### config.mk
export PLATFORM = sky130hd
export DESIGN_NAME = fetch_unit
export DESIGN_NICKNAME = d
export VERILOG_FILES = /design/src/rtl/fetch_unit.sv
export SDC_FILE = /design/constraint.sdc
export NUM_CORES = 1
export LEC_CHECK = 0
export CAP_MARGIN = 20
export CORE_UTILIZATION = 30
export CTS_BUF_LIST = sky130_fd_sc_hd__clkbuf_4 sky130_fd_sc_hd__clkbuf_8
export CTS_CLUSTER_DIAMETER = 50
export DETAILED_ROUTE_END_ITERATION = 6
export HOLD_SLACK_MARGIN = 0.12
export PLACE_DENSITY = 0.58
export SLEW_MARGIN = 30
export SYNTH_ARGS = -nofsm -noshare
export SYNTH_HDL_FRONTEND = slang
export SYNTH_SLANG_ARGS = --single-unit
### constraint.sdc
create_clock -name clk -period 3.51 [get_ports clk]
set_input_delay 1.053 -clock clk [delete_from_list [all_inputs] [get_ports clk]]
set_output_delay 1.053 -clock clk [all_outputs]
set_load 0.01 [all_outputs]
### src/rtl/fetch_unit.sv
// Instruction-fetch stage: owns the PC, addresses the instruction memory and
// fills the IF/ID register, with stall/flush/redirect and a clean stop at image end.
module fetch_unit #(
  parameter logic [31:0] RESET_PC  = 32'd0,
  parameter logic [31:0] MEM_DEPTH = 32'd128
) (
  input  logic        clk,
  input  logic        rst,
  output logic [31:0] mem_addr,
  input  logic [31:0] mem_data,
  input  logic        stall,
  input  logic        flush,
  input  logic        redirect,
  input  logic [31:0] redirect_pc,
  output logic [31:0] pc,
  output logic [31:0] if_id_instr,
  output logic [31:0] if_id_npc,
  output logic        if_id_valid
);

  typedef enum logic [1:0] {BOOT, RUN, HALT} state_t;
  state_t state;

  logic [31:0] pc_inc;
  logic        redir_ok;

  assign pc_inc   = pc + 32'd1;
  assign redir_ok = redirect_pc < MEM_DEPTH;
  // Memory is idle once past the image so no out-of-range address is ever driven.
  assign mem_addr = (state == HALT) ? 32'd0 : pc;

  always_ff @(posedge clk) begin
    if (rst) begin
      pc          <= RESET_PC;
      state       <= BOOT;
      if_id_instr <= 32'd0;
      if_id_npc   <= 32'd0;
      if_id_valid <= 1'b0;
    end else begin
      case (state)
        BOOT: begin
          // One bubble after reset; a redirect here still decides RUN vs HALT.
          if (redirect) begin
            pc    <= redirect_pc;
            state <= redir_ok ? RUN : HALT;
          end else begin
            state <= (pc < MEM_DEPTH) ? RUN : HALT;
          end
        end
        RUN: begin
          if (redirect) begin
            pc          <= redirect_pc;
            if_id_valid <= 1'b0;
            if_id_instr <= 32'd0;
            if (!redir_ok) state <= HALT;
          end else if (flush) begin
            if_id_valid <= 1'b0;
            if_id_instr <= 32'd0;
          end else if (!stall) begin
            if_id_instr <= mem_data;
            if_id_npc   <= pc_inc;
            if_id_valid <= 1'b1;
            pc          <= pc_inc;
            if (pc == MEM_DEPTH - 32'd1) state <= HALT;
          end
        end
        HALT: begin
          if (redirect) begin
            // Only an in-range target restarts fetch; the PC stays parked otherwise.
            if_id_valid <= 1'b0;
            if_id_instr <= 32'd0;
            if (redir_ok) begin
              pc    <= redirect_pc;
              state <= RUN;
            end
          end else if (flush) begin
            if_id_valid <= 1'b0;
            if_id_instr <= 32'd0;
          end else if (!stall) begin
            if_id_valid <= 1'b0;
          end
        end
        default: state <= BOOT;
      endcase
    end
  end

endmodule
==> summary.txt, run 1 <==
Timing
  – Final worst path period need: between 3000 and 4000 ps
  – RSZ-0062 raised after global routing: no
  – Fin crit share: 93.9%
  – Setup TNS: 0 ps
  – Slew HR: between 40% and 50%
  – Final hold viol count: 0
  – Setup violation total in the final timing report: 0
  – Skew final: between 15 and 20 ps
  – Worst-margin pin slew: just under 900 ps
  – Max-slew violation count: 0
  – Fmax: between 300 and 400 MHz

Clock network
  – CTS hold repair buffers: 0
  – Clock latency on the worst-skew pair: ~380 ps
  – Post CTS Setup Buffer Count: 0
  – Clock sink count: between 90 and 100
  – Post-CTS Resized: 0
  – CTS H-tree depth: 3
  – Clock Root Buffer: clkbuf_8
  – TritonCTS Buffers: 9
  – Clock-pin slew on the worst setup and hold paths: roughly 100 ps
  – CTS Buffer Depth: 2
  – CTS tree: yes

Route
  – Detail Route Antenna Nets: 0
  – DRC: 0
  – Drt initial violations: between 400 and 500
  – Via-to-Cell Ratio: ~5.3
  – Drt first pass iters: 5
  – DR WL/cell: around 17 um
  – WL final: 18.2 mm
  – DR vias: about 5,600

Worst setup path
  – R2R Setup Slk: about 1100 ps
  – R2R Path Start: pc[0]$_SDFFE_PP0P_
  – Crit path capture: mem_addr[20]
  – CP startpoint: state[0]$_SDFFE_PP0P_
  – Worst Setup Path Type: register to output pin
  – WP data arrival: 2240 ps
  – Crit-path max FO: 33
  – Worst path required time: 2460 ps
  – Worst setup SP type: register
  – RR Endpoint: pc[14]$_SDFFE_PP0P_
  – Setup crit end kind: output pin
  – Worst r2r path cells: 7

GRT
  – Global Route Usage Sum: 20.4%
  – Largest net degree at the start of global routing: 89
  – Overflow after GRT: 0
  – First-pass GRT wire length: 29.1 mm
  – Initial antenna violation count: 0
  – Vias in the first global route: between 5,000 and 6,000

Floorplanning
  – Core outline area: 0.0168 mm^2
  – Die span in x: between 100 and 150 um
  – Num rows: 47
  – Starting density of the core: between 30% and 40%
  – Die area: approximately 0.018 mm^2
  – Die Y: ~130 um
  – Boundary Pins: about 200

Power and ir drop
  – Comb pwr share: between 40% and 50%
  – Leak: about 2.6 nW
  – Sw Share: between 40% and 50%
  – Int Power: between 2 and 3 mW
  – Seq pwr share: a little over a third
  – Clock power share: between 10% and 20%
  – Max VDD drop: 0.000322 V
  – PD cells: ~640 mW/mm^2
  – Psw: roughly 2.0 mW

Place
  – Placed Area: 0.00737 mm^2
  – Hpwl dp: around 13 mm
  – Number of I/O port buffers: roughly 200
  – RePlAce Congestion: about 0.87

Yosys
  – Sequential-to-total area share from yosys stat: a little under two fifths
  – Library cells used by synthesis: 60
  – Post-synth design cell area: about 0.0052 mm^2
  – Net count after synthesis: around 750
  – Main flop type after synthesis: dfxtp_1
  – Post-Syn Instances: just under 700
  – Syn Area/Cell: between 7 and 8 um^2
  – Synth area leaders: dfxtp_1 38%, a21oi_1 7.4%, nand2_1 6.5%, nand3_1 4.6%, nor2_1 4.1%
  – Asr flop ratio synth: 0%
  – #FFs+latches synth: approximately 100
  – Cell taking the most area after synthesis: dfxtp_1
  – EDFF count, synth: 0
  – Top cell type's share of synthesized area: 37.8%
  – Yosys warnings: 0

Final layout
  – Multi-input logic area: 0.00298 mm^2
  – Post-route cell area: 0.00759 mm^2
  – Flip-flop and latch area: about 0.0020 mm^2
  – Share of layout cells above drive strength 1: roughly 7.7%
  – Util after Layout: 45.1%
  – Syn-to-layout area delta: 44.8%
  – Most common cell after layout, fill and taps aside: clkdlybuf4s50_1
  – Layout fillers: around 1,700
  – Commonest non-fill, non-tap cells in the layout: 196 x clkdlybuf4s50_1, 99 x dfxtp_1, 90 x nand2_1
  – Nets: between 900 and 1,000
  – N_diodes: 0

Min path
  – Hold Path Cell Cnt: 2
  – Worst Hold Class: register to register

Run
  – MaxCap Viol Count: 0

Status
  – Outcome: finished, final reports clean
## stage by stage
step / power, mW / worst slack (ps) / hold WS [ps] / instances
after global placement: 4.01 / 250 / 438 / 1046
after detailed placement: 4.07 / 179 / 444 / 1046
after global routing: 5.18 / 72.6 / 479 / 1061
after floorplan: 2.93 / 1060 / 476 / 675
after CTS: 4.90 / 190 / 460 / 1061
final: 4.87 / 214 / 461 / 1061
## routing by layer
layer	up-vias	wire [um]	global-route usage [%]
li1	2717	-	-
met1	2648	7700	25.4
met2	235	8290	32.7
met3	21	1850	7.45
met4	0	345	6.68
met5	-	0	0
## Yosys cell counts, types with 5 or more instances
cell type  number
nor2b_1        33
nand2_1        91
xor2_1         15
clkbuf_1       41
nor2_1         57
o21ai_0        26
nor4_1         11
a211oi_1       18
o32ai_1        10
inv_1           9
nand3_1        48
nor3_1         13
dfxtp_1        99
o31a_1          6
a21oi_1        77
ha_1            5
xnor2_1        14
buf_4           5
and3_1          5
buf_2          12
nand4_1        10
## worst max-delay path, cell delays in order, from the launching register on
cell             delay (ps)
dfxtp_1                 410
inv_1                   120
ha_1                    310
buf_4                   300
nor2b_1                 170
clkdlybuf4s50_1         560
## logic make-up after synthesis
group | synth area share, %
AND/OR/NAND/NOR | 29.0
buffers and inverters | 5.87
adder cells (fa/ha/maj) | 1.19
AO/OA/AOI/OAI | 21.1
flip-flops | 37.8
XOR/XNOR | 4.85
multiplexers | 0.191
## flip-flops by register name, summed over array words and instances (netlist names)
signal and count:
state 2, if_id_npc 32, if_id_valid 1, pc 32
if_id_instr 32
## final cells by class
class                   instances  share of cell area (%)
inverters                       9                   0.445
repair buffers                213                    27.7
well taps                     220                    3.63
flip-flops and latches         99                    26.1
multi-input cells             505                    39.3
clock buffers                  11                    1.83
clock inverters                 4                    1.01
## power by group through the flow
stage	logic, mW	clock network [mW]	registers, mW
after CTS	2.34	0.849	1.71
after global routing	2.54	0.892	1.76
after detailed placement	2.34	0	1.73
after floorplan	1.31	0	1.62
after global placement	2.29	0	1.72
final	2.33	0.821	1.71
## worst min path at each step
stage | startpoint | to | slack (ps)
floorplan | if_id_instr[0]$_SDFFE_PP0P_ | if_id_instr[0]$_SDFFE_PP0P_ | 480
global placement | if_id_instr[31]$_SDFFE_PP0P_ | if_id_instr[31]$_SDFFE_PP0P_ | 440
detailed placement | if_id_instr[25]$_SDFFE_PP0P_ | if_id_instr[25]$_SDFFE_PP0P_ | 440
CTS | if_id_instr[22]$_SDFFE_PP0P_ | if_id_instr[22]$_SDFFE_PP0P_ | 460
global route | if_id_instr[7]$_SDFFE_PP0P_ | if_id_instr[7]$_SDFFE_PP0P_ | 480
finish | if_id_instr[22]$_SDFFE_PP0P_ | if_id_instr[22]$_SDFFE_PP0P_ | 460
No activity file was read; power rests on OpenSTA's default activity.
==> run 2: changes to the inputs <==
--- a/config.mk
+++ b/config.mk
@@ -11,7 +11,9 @@
 export CTS_CLUSTER_DIAMETER = 50
 export DETAILED_ROUTE_END_ITERATION = 6
 export HOLD_SLACK_MARGIN = 0.12
+export MAX_ROUTING_LAYER = met4
 export PLACE_DENSITY = 0.58
+export SETUP_SLACK_MARGIN = 0.02
 export SLEW_MARGIN = 30
 export SYNTH_ARGS = -nofsm -noshare
 export SYNTH_HDL_FRONTEND = slang
==> summary.txt, run 2 (synthesis results as in run 1) <==
Final layout
  – Multi-input logic area: just under 0.003 mm^2
  – Most common cell after layout, fill and taps aside: clkdlybuf4s50_1
  – Flip-flop and latch area: between 0.0015 and 0.002 mm^2
  – Commonest non-fill, non-tap cells in the layout: 196 x clkdlybuf4s50_1, 99 x dfxtp_1, 90 x nand2_1
  – Post-route cell area: 0.00759 mm^2
  – Util after Layout: between 40 and 50%
  – N_diodes: 0
  – Nets: 911
  – Syn-to-layout area delta: 44.8%
  – Layout fillers: about 1,700
  – Share of layout cells above drive strength 1: 7.73%
  – Largest registers: if_id_instr (32), if_id_npc (32), pc (32)

Min path
  – Worst Hold Class: register to register
  – Hold Path Cell Cnt: 2

Route
  – Met3 wirelength from detailed routing: 1.77 mm
  – DRC: 0
  – Met1 Wirelength: about 7.7 mm
  – Max layer used: met4
  – Met2 wire len: between 8 and 9 mm
  – Drt initial violations: ~420
  – WL final: 18.2 mm
  – Detail Route Antenna Nets: 0
  – Via-to-Cell Ratio: between 5 and 6
  – Drt first pass iters: 5
  – DR WL/cell: around 17 um
  – DR vias: between 5,000 and 6,000

Clock network
  – TritonCTS Buffers: 9
  – Post-CTS Resized: 0
  – CTS Buffer Depth: 2
  – Clock Root Buffer: clkbuf_8
  – Clock-pin slew on the worst setup and hold paths: roughly 100 ps
  – Post CTS Setup Buffer Count: 0
  – Clock latency on the worst-skew pair: around 380 ps
  – Clock sink count: 99
  – CTS H-tree depth: 3
  – CTS tree: yes
  – CTS hold repair buffers: 0

Worst setup path
  – Worst r2r path cells: 7
  – WP data arrival: around 2300 ps
  – Crit-path max FO: 33
  – Setup crit end kind: output pin
  – Worst Setup Path Type: register to output pin
  – Worst setup SP type: register
  – Worst path required time: ~2500 ps

GRT
  – Overflow after GRT: 0
  – Global Route Usage Sum: around a fifth
  – Vias in the first global route: between 5,000 and 6,000
  – Initial antenna violation count: 0
  – Largest net degree at the start of global routing: 89
  – First-pass GRT wire length: between 20 and 30 mm

Run
  – MaxCap Viol Count: 0

Power and ir drop
  – Seq pwr share: a little over a third
  – Sw Share: about two fifths
  – Comb pwr share: between 40% and 50%
  – Leak: about 2.6 nW
  – PD cells: roughly 640 mW/mm^2
  – Psw: 2.00 mW
  – Int Power: 2.87 mW
  – Clock power share: ~17%
  – Max VDD drop: roughly 0.00032 V

Status
  – Outcome: finished, final reports clean

Timing
  – Setup TNS: 0 ps
  – Final hold viol count: 0
  – Final worst path period need: between 3000 and 4000 ps
  – Max-slew violation count: 0
  – Fmax: ~300 MHz
  – Worst-margin pin slew: around 860 ps
  – Skew final: roughly 14 ps
  – Fin crit share: 94.2%
  – Setup violation total in the final timing report: 0
  – RSZ-0062 raised after global routing: no
  – Slew HR: a little over two fifths

Floorplanning
  – Core outline area: approximately 0.017 mm^2
  – Die span in x: about 130 um
  – Die Y: 134 um
  – Starting density of the core: a little under a third
  – Boundary Pins: around 200
  – Num rows: 47
  – Die area: between 0.015 and 0.02 mm^2

Place
  – Placed Area: 0.00737 mm^2
  – Number of I/O port buffers: slightly below 200
  – RePlAce Congestion: just under 0.9
  – Hpwl dp: ~13 mm
run 2: layer usage:
metal,up-vias,GRT usage [%]
met3,26,6.39
li1,2713,-
met2,250,32.7
met5,-,-
met1,2642,26.0
met4,0,6.68
run 2: per-stage QoR:
stage                     cells  power (mW)  hold slack (ps)  setup WS, ps
after floorplan             675        2.93              476          1060
after global placement     1046        4.01              438           250
after detailed placement   1046        4.07              444           179
after CTS                  1061        4.90              460           190
after global routing       1061        5.18              478          72.6
final                      1061        4.87              461           202
run 2: path summary, 6_finish.rpt:
kind / start / to / slack [ps]
min reg2reg: if_id_instr[22]$_SDFFE_PP0P_ / if_id_instr[22]$_SDFFE_PP0P_ / 460
min: if_id_instr[22]$_SDFFE_PP0P_ / if_id_instr[22]$_SDFFE_PP0P_ / 460
max: state[0]$_SDFFE_PP0P_ / mem_addr[20] / 200
max reg2reg: pc[0]$_SDFFE_PP0P_ / pc[18]$_SDFFE_PP0P_ / 1120
run 2: final cells by class:
| class | count | area share, % |
|---|---|---|
| clock buffers | 11 | 1.83 |
| inverters | 9 | 0.445 |
| flip-flops and latches | 99 | 26.1 |
| multi-input cells | 505 | 39.3 |
| well taps | 220 | 3.63 |
| repair buffers | 213 | 27.7 |
| clock inverters | 4 | 1.01 |
run 2: critical path, stage by stage (launching register included):
cell	delay [ps]
dfxtp_1	420
inv_1	120
ha_1	310
buf_4	310
nor2b_1	170
clkdlybuf4s50_1	560
run 2: power by group through the flow:
stage | clock network, mW | logic, mW | registers [mW]
after floorplan | 0 | 1.31 | 1.62
after global placement | 0 | 2.29 | 1.72
after detailed placement | 0 | 2.34 | 1.73
after CTS | 0.849 | 2.34 | 1.71
after global routing | 0.892 | 2.53 | 1.76
final | 0.822 | 2.33 | 1.71
